`config.mk`:
```
export PLATFORM = sky130hd
export DESIGN_NAME = uart_tx_fifo
export DESIGN_NICKNAME = d
export VERILOG_FILES = /design/src/rtl/uart_tx_fifo.sv
export SDC_FILE = /design/constraint.sdc
export NUM_CORES = 1
export LEC_CHECK = 0
export ABC_AREA = 0
export CAP_MARGIN = 20
export CORE_MARGIN = 2
export CORE_UTILIZATION = 61
export DETAILED_ROUTE_END_ITERATION = 7
export PLACE_DENSITY_LB_ADDON = 0.1
export SLEW_MARGIN = 20
export SYNTH_ARGS = -nofsm -noshare
export SYNTH_HDL_FRONTEND = slang
export SYNTH_SLANG_ARGS = --single-unit
```
`constraint.sdc`:
```
create_clock -name clk -period 17.2 [get_ports clk]
set_input_delay 2.58 -clock clk [delete_from_list [all_inputs] [get_ports clk]]
set_output_delay 2.58 -clock clk [all_outputs]
set_load 0.01 [all_outputs]
```
`src/rtl/uart_tx_fifo.sv`:
```
// UART transmitter fed by a small FIFO: runtime baud divisor, optional parity,
// 1 or 2 stop bits, back-to-back frames with no idle gap between queued words.
module uart_tx_fifo #(
    parameter int unsigned CLK_HZ       = 50_000_000,
    parameter int unsigned BIT_RATE     = 9600,
    parameter int unsigned PAYLOAD_BITS = 8,
    parameter int unsigned STOP_BITS    = 1,
    parameter int unsigned PARITY       = 0,
    parameter int unsigned FIFO_DEPTH   = 4,
    parameter int unsigned DIV_W        = 16
) (
    input  logic                                 clk,
    input  logic                                 resetn,
    input  logic                                 s_valid,
    output logic                                 s_ready,
    input  logic [PAYLOAD_BITS-1:0]              s_data,
    input  logic [DIV_W-1:0]                     baud_div,
    output logic                                 uart_txd,
    output logic                                 tx_busy,
    output logic                                 frame_done,
    output logic [$clog2(FIFO_DEPTH+1)-1:0]      fifo_level
);

    localparam int unsigned DEF_DIV = CLK_HZ / BIT_RATE;
    localparam int unsigned DEF_W   = $clog2(DEF_DIV + 1);
    localparam int unsigned CNT_W   = (DIV_W > DEF_W) ? DIV_W : DEF_W;
    localparam int unsigned PTR_W   = $clog2(FIFO_DEPTH);
    localparam int unsigned LVL_W   = $clog2(FIFO_DEPTH + 1);
    localparam int unsigned BIT_W   = $clog2(PAYLOAD_BITS + 1);

    typedef enum logic [2:0] {
        S_IDLE,
        S_START,
        S_DATA,
        S_PARITY,
        S_STOP
    } state_e;

    state_e                  state_q, state_d;
    logic [PAYLOAD_BITS-1:0] mem_q [FIFO_DEPTH];
    logic [PTR_W-1:0]        wr_ptr_q, wr_ptr_d, rd_ptr_q, rd_ptr_d;
    logic [LVL_W-1:0]        level_q, level_d;
    logic [PAYLOAD_BITS-1:0] shift_q, shift_d;
    logic                    par_q, par_d;
    logic [CNT_W-1:0]        div_q, div_d, cnt_q, cnt_d;
    logic [BIT_W-1:0]        bit_q, bit_d;
    logic                    txd_q, txd_d;
    logic                    busy_q, busy_d;
    logic                    ready_q, ready_d;
    logic                    done_q, done_d;

    logic                    push, pop, bit_end;
    logic [PAYLOAD_BITS-1:0] head;

    assign push    = s_valid && ready_q;
    assign head    = mem_q[rd_ptr_q];
    assign bit_end = (cnt_q == div_q - CNT_W'(1));

    // Next-state, datapath and registered-output computation
    always_comb begin
        state_d  = state_q;
        shift_d  = shift_q;
        par_d    = par_q;
        div_d    = div_q;
        cnt_d    = cnt_q;
        bit_d    = bit_q;
        pop      = 1'b0;

        case (state_q)
            S_IDLE: begin
                if (level_q != '0) begin
                    pop     = 1'b1;
                    state_d = S_START;
                end
            end
            S_START: begin
                if (bit_end) begin
                    state_d = S_DATA;
                    cnt_d   = '0;
                    bit_d   = '0;
                end else begin
                    cnt_d = cnt_q + CNT_W'(1);
                end
            end
            S_DATA: begin
                if (bit_end) begin
                    cnt_d = '0;
                    if (bit_q == BIT_W'(PAYLOAD_BITS - 1)) begin
                        state_d = (PARITY != 0) ? S_PARITY : S_STOP;
                        bit_d   = '0;
                    end else begin
                        bit_d   = bit_q + BIT_W'(1);
                        shift_d = shift_q >> 1;
                    end
                end else begin
                    cnt_d = cnt_q + CNT_W'(1);
                end
            end
            S_PARITY: begin
                if (bit_end) begin
                    state_d = S_STOP;
                    cnt_d   = '0;
                    bit_d   = '0;
                end else begin
                    cnt_d = cnt_q + CNT_W'(1);
                end
            end
            S_STOP: begin
                if (bit_end) begin
                    cnt_d = '0;
                    if (bit_q == BIT_W'(STOP_BITS - 1)) begin
                        if (level_q != '0) begin
                            pop     = 1'b1;
                            state_d = S_START;
                        end else begin
                            state_d = S_IDLE;
                        end
                    end else begin
                        bit_d = bit_q + BIT_W'(1);
                    end
                end else begin
                    cnt_d = cnt_q + CNT_W'(1);
                end
            end
            default: state_d = S_IDLE;
        endcase

        // Divisor and parity are captured once per frame at pop time
        if (pop) begin
            shift_d = head;
            par_d   = (^head) ^ (PARITY == 2);
            div_d   = (baud_div == '0) ? CNT_W'(DEF_DIV) : CNT_W'(baud_div);
            cnt_d   = '0;
            bit_d   = '0;
        end

        wr_ptr_d = push ? wr_ptr_q + PTR_W'(1) : wr_ptr_q;
        rd_ptr_d = pop  ? rd_ptr_q + PTR_W'(1) : rd_ptr_q;
        level_d  = level_q + LVL_W'(push) - LVL_W'(pop);

        case (state_d)
            S_START:  txd_d = 1'b0;
            S_DATA:   txd_d = shift_d[0];
            S_PARITY: txd_d = par_d;
            default:  txd_d = 1'b1;
        endcase

        busy_d  = (state_d != S_IDLE) || (level_d != '0);
        ready_d = (level_d < LVL_W'(FIFO_DEPTH));
        done_d  = (state_d == S_STOP) && (cnt_d == div_d - CNT_W'(1))
                  && (bit_d == BIT_W'(STOP_BITS - 1));
    end

    always_ff @(posedge clk or negedge resetn) begin
        if (!resetn) begin
            state_q  <= S_IDLE;
            wr_ptr_q <= '0;
            rd_ptr_q <= '0;
            level_q  <= '0;
            shift_q  <= '0;
            par_q    <= 1'b0;
            div_q    <= CNT_W'(1);
            cnt_q    <= '0;
            bit_q    <= '0;
            txd_q    <= 1'b1;
            busy_q   <= 1'b0;
            ready_q  <= 1'b1;
            done_q   <= 1'b0;
        end else begin
            state_q  <= state_d;
            wr_ptr_q <= wr_ptr_d;
            rd_ptr_q <= rd_ptr_d;
            level_q  <= level_d;
            shift_q  <= shift_d;
            par_q    <= par_d;
            div_q    <= div_d;
            cnt_q    <= cnt_d;
            bit_q    <= bit_d;
            txd_q    <= txd_d;
            busy_q   <= busy_d;
            ready_q  <= ready_d;
            done_q   <= done_d;
        end
    end

    // Storage needs no reset: the pointers and level define what is valid
    always_ff @(posedge clk) begin
        if (push) begin
            mem_q[wr_ptr_q] <= s_data;
        end
    end

    assign uart_txd   = txd_q;
    assign tx_busy    = busy_q;
    assign frame_done = done_q;
    assign s_ready    = ready_q;
    assign fifo_level = level_q;

endmodule

```
==> results.yml, run 1 <==
outcome:
  status: "finished, final reports clean"
timing:
  finalWorstPathRequiredPeriod_ns: 5.97
  max_slew_margin_pct: 37.8
  clock_skew_ns: 0.0127
  period_share_pct: 34.7
  finalHoldViolCount: 0
  report.final.setup_viol: 0
  highest_attainable_clock_frequency_mhz: 168
  timing_worst_slew_pin_value_ns: 0.927
  fin_setup_tns_ns: 0
  unrepaired_setup_endpoints_after_global_routing: "no"
  timing_max_transition_violations_final: 0
drt:
  wl_per_cell_um: 19.1
  dr.first_iter.drc_count: 184
  via_density_per_instance: 6.26
  route.antenna.remaining_nets: 0
  via_count: 4272
  total_wirelength_um: 13000
  drt_pre_antenna_iters: 5
  drc: 0
yosys:
  post_synth_instance_area_um2: 5590
  synth_fp_nets: 586
  muxShareOfSynthArea_pct: 7.92
  yosysSeqAreaShare_pct: 43.6
  largest_family_of_logic_cells_by_synthesized_area: "simple AND/OR/NAND/NOR gates"
  asyncSetResetFlopFracSynth_pct: 64.8
  yosys_warnings: 0
  fraction_of_the_mapped_netlist_area_in_compound_gates_pct: 11.3
  synth_top_area_share_pct: 25.1
  synth_enable_flop_cells: 32
  postSynthCellCount: 547
  synth.largest_area_cell: "sky130_fd_sc_hd__dfrtp_1"
  synth_xor_xnor_area_share_pct: 10.8
  synthSimpleGateAreaFrac_pct: 19.7
  synth_cell_type_count: 73
  synth-seq-cells: 91
  post_synth_fa_ha_maj_area_fraction_pct: 2.82
  syn_avg_cell_area_um2: 10.2
  top_flip_flop_cell_by_instance_count_after_synthesis: "sky130_fd_sc_hd__dfrtp_1"
  synthTopCellsByArea: "sky130_fd_sc_hd__dfrtp_1, sky130_fd_sc_hd__edfxtp_1, sky130_fd_sc_hd__xnor2_1"
worst_setup_path:
  critPathCapture: "frame_done$_DFF_PN0_"
  crit_path_max_incr_delay_ns: 0.73
  timing.critical_path.max_delay_family: "simple AND/OR/NAND/NOR gates"
  critical_path.endpoint_type: "flip-flop"
  critical_path.reg2reg.startpoint: "div_q[1]$_DFF_PN0_"
  critical_path.slowest_cell: "sky130_fd_sc_hd__nor4bb_1"
  worstSetupStartpoint: "div_q[1]$_DFF_PN0_"
  critPathBufInv: 3
  path_depth: 18
  worst-path-max-fanout: 55
  cp_cell_sequence: "inv_1 -> ha_1 -> nor4b_2 -> a31oi_1 -> nor4_1 -> o2111ai_1 -> nor4_4 -> buf_4 -> a21oi_4 -> inv_6 -> mux2i_1 -> ha_1 -> nor4bb_1 -> nor2_1 -> a21oi_1 -> xor2_1 -> a311o_1 -> nor4_2"
  startpoint_type: "flip-flop"
  setup.reg_to_reg.worst_slack_ns: 11.23
  worstSetupPathType: "reg2reg"
  required_ns: 17.47
  cp_common_cell: "sky130_fd_sc_hd__ha_1"
  timing.reg2reg.worst_path_depth: 18
  crit_arrival_ns: 6.24
  rr_endpoint: "frame_done$_DFF_PN0_"
floorplanning:
  placementRows: 34
  die_area_um2: 9950
  io_pins: 34
  die_width_um: 99.8
  initial_utilization_pct: 63.5
  core_region_area_um2: 8810
  die-height_um: 99.8
finish:
  design.final.nets: 608
  finalCoreUtilization_pct: 69.8
  synthToLayoutAreaGrowth_pct: 9.84
  final_layout_size_suffix_gt1_share_pct: 9.76
  most-common-layout-cells: "sky130_fd_sc_hd__dfrtp_1, sky130_fd_sc_hd__nand2_1, sky130_fd_sc_hd__xnor2_1"
  ff_latch_area_um2: 2440
  area_used_by_multi_input_combinational_logic_um2: 2940
  final_design_area_no_fill_um2: 6140
  nFillCells: 689
  layout.cells.most_common: "sky130_fd_sc_hd__dfrtp_1"
  antenna_cells: 0
power_and_ir_drop:
  p_leak_nw: 2.38
  power_density_nw_per_um2: 148
  ir_drop_v: 0.0000984
global_route:
  grt_antenna_before_repair: 0
  gr-total-overflow: 0
  first_global_vias: 4342
  globalRouteTotalUtil_pct: 28.2
  grt_pass1_wl_um: 21700
  grt_start_max_net_pins: 60
cts:
  clk_transition_reported_paths_ns: 0.11
  post-cts-setup-buffer-count: 0
  clockBufferDepth: 2
  tritoncts_num_sinks: 91
  holdBufCountCts: 0
  cts_buffers: 9
  cts-htree-levels: 3
  cts_root_buf: "sky130_fd_sc_hd__clkbuf_8"
  clock_latency_ns: 0.37
  tritoncts_clock_tree: "done"
  cts_resized: 0
min_path:
  holdCritPathClass: "reg2reg"
job:
  max_cap_viol_count: 0
placement:
  dp_hpwl_um: 9710
  port_buffers: 33
  place_congestion: 0.927
  placed_cell_area_um2: 5950
cell families (layout without fill, tap and decap cells):
kind of cell    after synthesis  count (layout)
buf+inv                      45              72
simple gates                208             208
compound gates               89              89
flops                        91              91
xor+xnor                     69              69
mux                          33              33
fa+ha+maj                    12              12
cell usage after synthesis (11+ instances only):
master and n:
sky130_fd_sc_hd__nor2_1 36, sky130_fd_sc_hd__mux2i_1 18, sky130_fd_sc_hd__dfrtp_1 56, sky130_fd_sc_hd__ha_1 11
sky130_fd_sc_hd__inv_1 19, sky130_fd_sc_hd__xnor2_1 41, sky130_fd_sc_hd__a21oi_1 14, sky130_fd_sc_hd__nand2_1 50
sky130_fd_sc_hd__clkbuf_1 15, sky130_fd_sc_hd__nor3_1 19, sky130_fd_sc_hd__edfxtp_1 32, sky130_fd_sc_hd__nand3_1 23
sky130_fd_sc_hd__xor2_1 28, sky130_fd_sc_hd__o21ai_0 22
power breakdown:
group | total, W | internal [W] | switching, W | leakage (nW)
registers | 0.000363 | 0.000285 | 0.0000783 | 1.02
logic | 0.000402 | 0.000188 | 0.000213 | 1.25
clock network | 0.000144 | 0.0000573 | 0.0000868 | 0.101
stage by stage:
stage / total power [W] / cells / hold slack [ns] / worst slack (ns)
2_1_floorplan: 0.000663 / 547 / 0.466 / 11.77
3_3_place_gp: 0.000753 / 666 / 0.489 / 11.30
3_5_place_dp: 0.000764 / 666 / 0.490 / 11.22
4_1_cts: 0.000910 / 682 / 0.515 / 11.37
5_1_grt: 0.000970 / 682 / 0.554 / 10.91
6_report: 0.000909 / 682 / 0.521 / 11.23
layout make-up:
cell class                      count  area share (%)
Multi-Input combinational cell    411            47.9
Clock inverter                      7            1.20
Inverter                           20            1.30
Timing Repair Buffer               36            5.66
Clock buffer                        9            2.02
Tap cell                          108            2.20
Sequential cell                    91            39.7
tightest hold or removal path, cell delays in order, from the launching register on:
cell and delay, ns:
sky130_fd_sc_hd__dfrtp_1 0.36, sky130_fd_sc_hd__nand3_1 0.07, sky130_fd_sc_hd__nand2_1 0.06
routing by layer:
metal / GRT usage, % / up-vias / share of wire, %
li1: - / 2032 / -
met1: 37.5 / 2083 / 44
met2: 46.2 / 128 / 50
met3: 4.64 / 29 / 3.8
met4: 11.8 / 0 / 2.9
met5: 0 / - / 0
sequential cells by signal, indices dropped and copies added, names as in the netlist, 2 cells and up:
name and cells:
bit_q 4, cnt_q 16, div_q 16, fifo_level 3
mem_q 32, rd_ptr_q 2, shift_q 8, state_q 3
wr_ptr_q 2
how the worst min path moves through the flow:
stage	startpoint	end	depth (start not counted)
floorplan	shift_q[7]$_DFFE_PN0P_	shift_q[7]$_DFFE_PN0P_	2
global placement	shift_q[7]$_DFFE_PN0P_	shift_q[7]$_DFFE_PN0P_	2
detailed placement	shift_q[7]$_DFFE_PN0P_	shift_q[7]$_DFFE_PN0P_	2
CTS	shift_q[7]$_DFFE_PN0P_	shift_q[7]$_DFFE_PN0P_	2
global route	shift_q[7]$_DFFE_PN0P_	shift_q[7]$_DFFE_PN0P_	2
finish	shift_q[7]$_DFFE_PN0P_	shift_q[7]$_DFFE_PN0P_	2
No activity file was read; power rests on OpenSTA's default activity.
==> inputs of run 2 (changes only) <==
CORE_UTILIZATION = 60   (was 61)
clock period = 6 ns   (was 17.2 ns; I/O delays follow)
==> run 2 against run 1 <==
Total power rose to 2.9 times the previous value. Maximum frequency increased by 17%. Global-route usage is 0.89 points higher. Utilization fell by 2.3 points. Worst setup slack lost 10 ns. Cell area up 0.55%.
==> results.yml, run 2 (synthesized netlist as in run 1, its figures left out) <==
timing:
  finalHoldWorstSlack_ns: 0.521
  report.final.setup_viol: 0
  clock_skew_ns: 0.0175
  timing_worst_slew_pin_value_ns: 0.813
  finalWorstPathRequiredPeriod_ns: 5.12
  finalHoldViolCount: 0
  fin_setup_tns_ns: 0
  timing_max_transition_violations_final: 0
  period_share_pct: 85.3
  highest_attainable_clock_frequency_mhz: 195
  max_slew_margin_pct: 45.5
  layout_setup_ws_ns: 0.884
  unrepaired_setup_endpoints_after_global_routing: "no"
cts:
  cts_resized: 0
  clk_transition_reported_paths_ns: 0.10
  post-cts-setup-buffer-count: 0
  clock_latency_ns: 0.38
  cts_root_buf: "sky130_fd_sc_hd__clkbuf_8"
  tritoncts_clock_tree: "done"
  clockBufferDepth: 2
  holdBufCountCts: 0
  cts-htree-levels: 3
  tritoncts_num_sinks: 91
  cts_buffers: 9
drt:
  drt_pre_antenna_iters: 5
  total_wirelength_um: 13700
  dr.first_iter.drc_count: 244
  wl_per_cell_um: 19.9
  via_density_per_instance: 6.35
  drc: 0
  via_count: 4377
  route.antenna.remaining_nets: 0
finish:
  design.final.nets: 612
  largest_reg_flops: 32
  final_layout_size_suffix_gt1_share_pct: 10.4
  register_with_the_highest_flop_count: "mem_q"
  largest_registers: "mem_q: 32 flops, cnt_q: 16 flops, div_q: 16 flops"
  most-common-layout-cells: "sky130_fd_sc_hd__dfrtp_1, sky130_fd_sc_hd__nand2_1, sky130_fd_sc_hd__xnor2_1"
  nFillCells: 725
  antenna_cells: 0
  layout.cells.most_common: "sky130_fd_sc_hd__dfrtp_1"
  synthToLayoutAreaGrowth_pct: 10.4
min_path:
  holdCritPathClass: "reg2reg"
  hold_path.startpoint: "shift_q[6]$_DFFE_PN0P_"
  min_delay_path_depth: 2
  worst_hold_path.endpoint: "shift_q[5]$_DFFE_PN0P_"
floorplanning:
  die_width_um: 101
  core_region_area_um2: 9150
  placementRows: 35
  die_area_um2: 10100
  initial_utilization_pct: 61.1
  die-height_um: 101
  io_pins: 34
worst_setup_path:
  setup.reg_to_reg.worst_slack_ns: 0.88
  startpoint_type: "flip-flop"
  critical_path.endpoint_type: "flip-flop"
  required_ns: 6.29
  crit_arrival_ns: 5.41
  worst-path-max-fanout: 23
  critical_path.reg2reg.startpoint: "div_q[1]$_DFF_PN0_"
  timing.reg2reg.worst_path_depth: 16
  worstSetupPathType: "reg2reg"
  rr_endpoint: "frame_done$_DFF_PN0_"
global_route:
  grt_pass1_wl_um: 22200
  grt_start_max_net_pins: 60
  grt_antenna_before_repair: 0
  gr-total-overflow: 0
  globalRouteTotalUtil_pct: 29.1
  first_global_vias: 4332
power_and_ir_drop:
  switchingPower_w: 0.00111
  switching_share_pct: 42.2
  post-layout-total-power_w: 0.00264
  share_seq_of_total_power_pct: 39.6
  share_comb_of_total_power_pct: 44.6
  p_leak_nw: 2.40
  ir_drop_v: 0.000314
  power_density_nw_per_um2: 428
  intPower_w: 0.00153
  clock_power_share_pct: 15.8
placement:
  place_congestion: 1.02
  dpl_worst_slack_ns: 0.929
  port_buffers: 33
  dp_hpwl_um: 10300
job:
  max_cap_viol_count: 0
outcome:
  status: "finished, final reports clean"
-- run 2: changes by cell type in the layout (fill, tap and decap cells not counted) --
cell,before,now
sky130_fd_sc_hd__buf_4,3,7
-- run 2: worst max-delay path by stage --
stage                                       to          startpoint  cells past startpoint  slack (ns)
after floorplan              tx_busy$_DFF_PN0_  div_q[0]$_DFF_PN1_                     24        0.57
after global placement    frame_done$_DFF_PN0_  div_q[1]$_DFF_PN0_                     16        1.10
after detailed placement  frame_done$_DFF_PN0_  div_q[1]$_DFF_PN0_                     16        0.93
after CTS                 frame_done$_DFF_PN0_  div_q[1]$_DFF_PN0_                     16        0.92
after global routing      frame_done$_DFF_PN0_  div_q[1]$_DFF_PN0_                     16        0.47
final                     frame_done$_DFF_PN0_  div_q[1]$_DFF_PN0_                     16        0.88
-- run 2: routing by layer --
| metal | up-vias | global-route usage, % | routed length (µm) |
|---|---|---|---|
| met5 | - | 0 | 0 |
| met4 | 0 | 12.9 | 460 |
| met3 | 36 | 5.27 | 708 |
| met2 | 143 | 49.0 | 6880 |
| met1 | 2156 | 36.7 | 5660 |
| li1 | 2042 | - | - |
-- run 2: critical path: stages (launching register included) --
cell and delay, ns:
sky130_fd_sc_hd__dfrtp_1 0.47, sky130_fd_sc_hd__inv_1 0.08, sky130_fd_sc_hd__ha_1 0.21, sky130_fd_sc_hd__or4b_1 0.48, sky130_fd_sc_hd__or4_1 0.54, sky130_fd_sc_hd__o211ai_2 0.11, sky130_fd_sc_hd__o2111ai_2 0.18, sky130_fd_sc_hd__nor4_4 0.29
sky130_fd_sc_hd__a21oi_4 0.12, sky130_fd_sc_hd__buf_4 0.25, sky130_fd_sc_hd__a21boi_0 0.29, sky130_fd_sc_hd__ha_1 0.38, sky130_fd_sc_hd__nor4bb_1 0.60, sky130_fd_sc_hd__and3_1 0.29, sky130_fd_sc_hd__o21ai_0 0.11, sky130_fd_sc_hd__a311o_1 0.38
sky130_fd_sc_hd__nor4_2 0.24
-- run 2: layout make-up --
| cell class | instances | area, µm² | area share, % |
|---|---|---|---|
| Clock buffer | 9 | 124 | 2.00 |
| Clock inverter | 7 | 73.8 | 1.19 |
| Inverter | 20 | 80.1 | 1.30 |
| Multi-Input combinational cell | 411 | 2940 | 47.6 |
| Sequential cell | 91 | 2440 | 39.5 |
| Tap cell | 111 | 139 | 2.25 |
| Timing Repair Buffer | 40 | 378 | 6.12 |
-- run 2: power groups by stage --
stage / Combinational (W) / Clock [W] / Sequential [W]
global placement: 0.00115 / 0 / 0.00105
global route: 0.00130 / 0.000446 / 0.00107
floorplan: 0.000973 / 0 / 0.000928
finish: 0.00118 / 0.000418 / 0.00105
detailed placement: 0.00117 / 0 / 0.00106
CTS: 0.00118 / 0.000423 / 0.00104
-- run 2: per-stage QoR --
stage	util (%)	area (µm²)	instances
after floorplan	-	5590	547
final	67.5	6180	689
after CTS	67.5	6180	689
after global routing	67.5	6180	689
after detailed placement	65.3	5980	673
after global placement	65.3	5980	673
==> inputs of run 3 (changes only) <==
--- a/config.mk
+++ b/config.mk
@@ -10,3 +10,3 @@
 export CORE_MARGIN = 2
-export CORE_UTILIZATION = 60
+export CORE_UTILIZATION = 61
 export DETAILED_ROUTE_END_ITERATION = 7
==> constraint.sdc (replaced) <==
create_clock -name clk -period 6.5 [get_ports clk]
set_input_delay 0.975 -clock clk [delete_from_list [all_inputs] [get_ports clk]]
set_output_delay 0.975 -clock clk [all_outputs]
set_load 0.1 [all_outputs]
==> run 3 against run 2 <==
First-iteration DRC count increased by 16%. Clock skew about the same. Clock power fell by 9.8%. Utilization is 2.4 points higher. Via count is 0.59% lower. Maximum frequency is 4.9% lower. Largest cell class unchanged.
==> results.yml, run 3 (synthesized netlist as in run 1, its figures left out) <==
outcome:
  status: "finished, final reports clean"
worst_setup_path:
  critical_path.slowest_cell: "sky130_fd_sc_hd__nor4bb_1"
  required_ns: 6.78
  timing.reg2reg.worst_path_depth: 17
  startpoint_type: "flip-flop"
  critical_path.reg2reg.startpoint: "div_q[1]$_DFF_PN0_"
  crit_arrival_ns: 5.66
  setup.reg_to_reg.worst_slack_ns: 1.12
  worst-path-max-fanout: 23
  critPathCapture: "frame_done$_DFF_PN0_"
  rr_endpoint: "frame_done$_DFF_PN0_"
  worstSetupPathType: "reg2reg"
  crit_path_max_incr_delay_ns: 0.61
  worstSetupStartpoint: "div_q[1]$_DFF_PN0_"
  cp_cell_sequence: "inv_1 -> ha_1 -> or4b_1 -> or4_1 -> o211ai_2 -> o2111ai_2 -> nor4_4 -> buf_4 -> a21oi_4 -> buf_4 -> a21boi_0 -> ha_1 -> nor4bb_1 -> and3_1 -> o21ai_0 -> a311o_1 -> nor4_2"
  critical_path.endpoint_type: "flip-flop"
global_route:
  grt_antenna_before_repair: 0
  first_global_vias: 4517
  gr-total-overflow: 0
  grt_start_max_net_pins: 60
  grt_pass1_wl_um: 22600
  globalRouteTotalUtil_pct: 29.7
floorplanning:
  die-height_um: 99.8
  die_width_um: 99.8
  placementRows: 34
  initial_utilization_pct: 63.5
  io_pins: 34
  die_area_um2: 9950
  core_region_area_um2: 8810
drt:
  route.antenna.remaining_nets: 0
  dr.first_iter.drc_count: 283
  via_count: 4351
  drc: 0
  total_wirelength_um: 13700
  via_density_per_instance: 6.36
  drt_pre_antenna_iters: 5
  wl_per_cell_um: 20.1
placement:
  place_congestion: 1.05
  placed_cells_incl_taps: 668
  dp_hpwl_um: 10500
  port_buffers: 33
timing:
  finalHoldViolCount: 0
  fin_setup_tns_ns: 0
  highest_attainable_clock_frequency_mhz: 186
  unrepaired_setup_endpoints_after_global_routing: "no"
  timing_worst_slew_pin_value_ns: 0.975
  period_share_pct: 82.7
  finalWorstPathRequiredPeriod_ns: 5.38
  report.final.setup_viol: 0
  clock_skew_ns: 0.0180
  max_slew_margin_pct: 34.8
  timing_max_transition_violations_final: 0
  finalHoldWorstSlack_ns: 0.537
power_and_ir_drop:
  ir_drop_v: 0.000448
  share_comb_of_total_power_pct: 47.0
  post-layout-total-power_w: 0.00253
  intPower_w: 0.00141
  clock_power_share_pct: 14.9
  p_leak_nw: 2.38
  switchingPower_w: 0.00112
  switching_share_pct: 44.4
  share_seq_of_total_power_pct: 38.1
  power_density_nw_per_um2: 411
finish:
  largest_reg_flops: 32
  final_layout_size_suffix_gt1_share_pct: 10.1
  most-common-layout-cells: "sky130_fd_sc_hd__dfrtp_1, sky130_fd_sc_hd__nand2_1, sky130_fd_sc_hd__xnor2_1"
  design.final.nets: 610
  antenna_cells: 0
  register_with_the_highest_flop_count: "mem_q"
  final-instance-count-excl-fill: 684
  layout.cells.most_common: "sky130_fd_sc_hd__dfrtp_1"
  largest_registers: "mem_q: 32 flops, cnt_q: 16 flops, div_q: 16 flops"
  synthToLayoutAreaGrowth_pct: 10.0
cts:
  cts_resized: 0
  post-cts-setup-buffer-count: 0
  tritoncts_clock_tree: "done"
  holdBufCountCts: 0
  cts_root_buf: "sky130_fd_sc_hd__clkbuf_8"
  clock_latency_ns: 0.37
  clockBufferDepth: 2
  cts-htree-levels: 3
  tritoncts_num_sinks: 91
  clk_transition_reported_paths_ns: 0.11
  cts_buffers: 9
min_path:
  holdCritPathClass: "reg2reg"
job:
  max_cap_viol_count: 0
==> run 3: worst min-delay path by stage <==
stage	start	endpoint	depth (start not counted)
floorplan	shift_q[7]$_DFFE_PN0P_	shift_q[7]$_DFFE_PN0P_	2
global placement	shift_q[7]$_DFFE_PN0P_	shift_q[7]$_DFFE_PN0P_	2
detailed placement	shift_q[7]$_DFFE_PN0P_	shift_q[7]$_DFFE_PN0P_	2
CTS	shift_q[6]$_DFFE_PN0P_	shift_q[5]$_DFFE_PN0P_	2
global route	wr_ptr_q[0]$_DFFE_PN0P_	wr_ptr_q[0]$_DFFE_PN0P_	1
finish	shift_q[6]$_DFFE_PN0P_	shift_q[5]$_DFFE_PN0P_	2
==> run 3: final cells by class <==
cell class | instances | area (µm²)
inverters | 20 | 80.1
repair buffers | 38 | 363
well taps | 108 | 135
flip-flops and latches | 91 | 2440
fillers | 667 | 2650
multi-input cells | 411 | 2940
clock buffers | 9 | 124
clock inverters | 7 | 70.1
==> run 3: metrics by stage <==
| stage | area, µm² | utilization (%) | setup WS [ns] |
|---|---|---|---|
| 2_1_floorplan | 5590 | - | 1.03 |
| 3_3_place_gp | 5960 | 67.7 | 1.31 |
| 3_5_place_dp | 5960 | 67.7 | 1.20 |
| 4_1_cts | 6160 | 69.9 | 1.17 |
| 5_1_grt | 6160 | 69.9 | 0.618 |
| 6_report | 6160 | 69.9 | 1.12 |
==> run 3: worst max-delay path, delay by kind of cell (launching register included) <==
| kind | cells | cell delay [ns] |
|---|---|---|
| adders and majority gates | 2 | 0.61 |
| buffers and inverters | 3 | 0.64 |
| and+or+nand+nor | 6 | 2.36 |
| DFF | 1 | 0.46 |
| AOI/OAI and AO/OA | 6 | 1.22 |
==> run 3: per-layer routing <==
layer / track usage (%) / wire length (µm) / vias up
met1: 37.1 / 5510 / 2094
met2: 49.6 / 6850 / 167
met3: 5.20 / 766 / 53
li1: - / - / 2037
met4: 15.7 / 602 / 0
met5: 0 / 0 / -
==> run 3: power groups by stage <==
stage          registers [W]  logic, W  clock network, W
6_report            0.000963   0.00119          0.000377
5_1_grt             0.000990   0.00130          0.000405
4_1_cts             0.000961   0.00119          0.000378
3_5_place_dp        0.000973   0.00118                 0
3_3_place_gp        0.000960   0.00116                 0
2_1_floorplan       0.000958  0.000898                 0
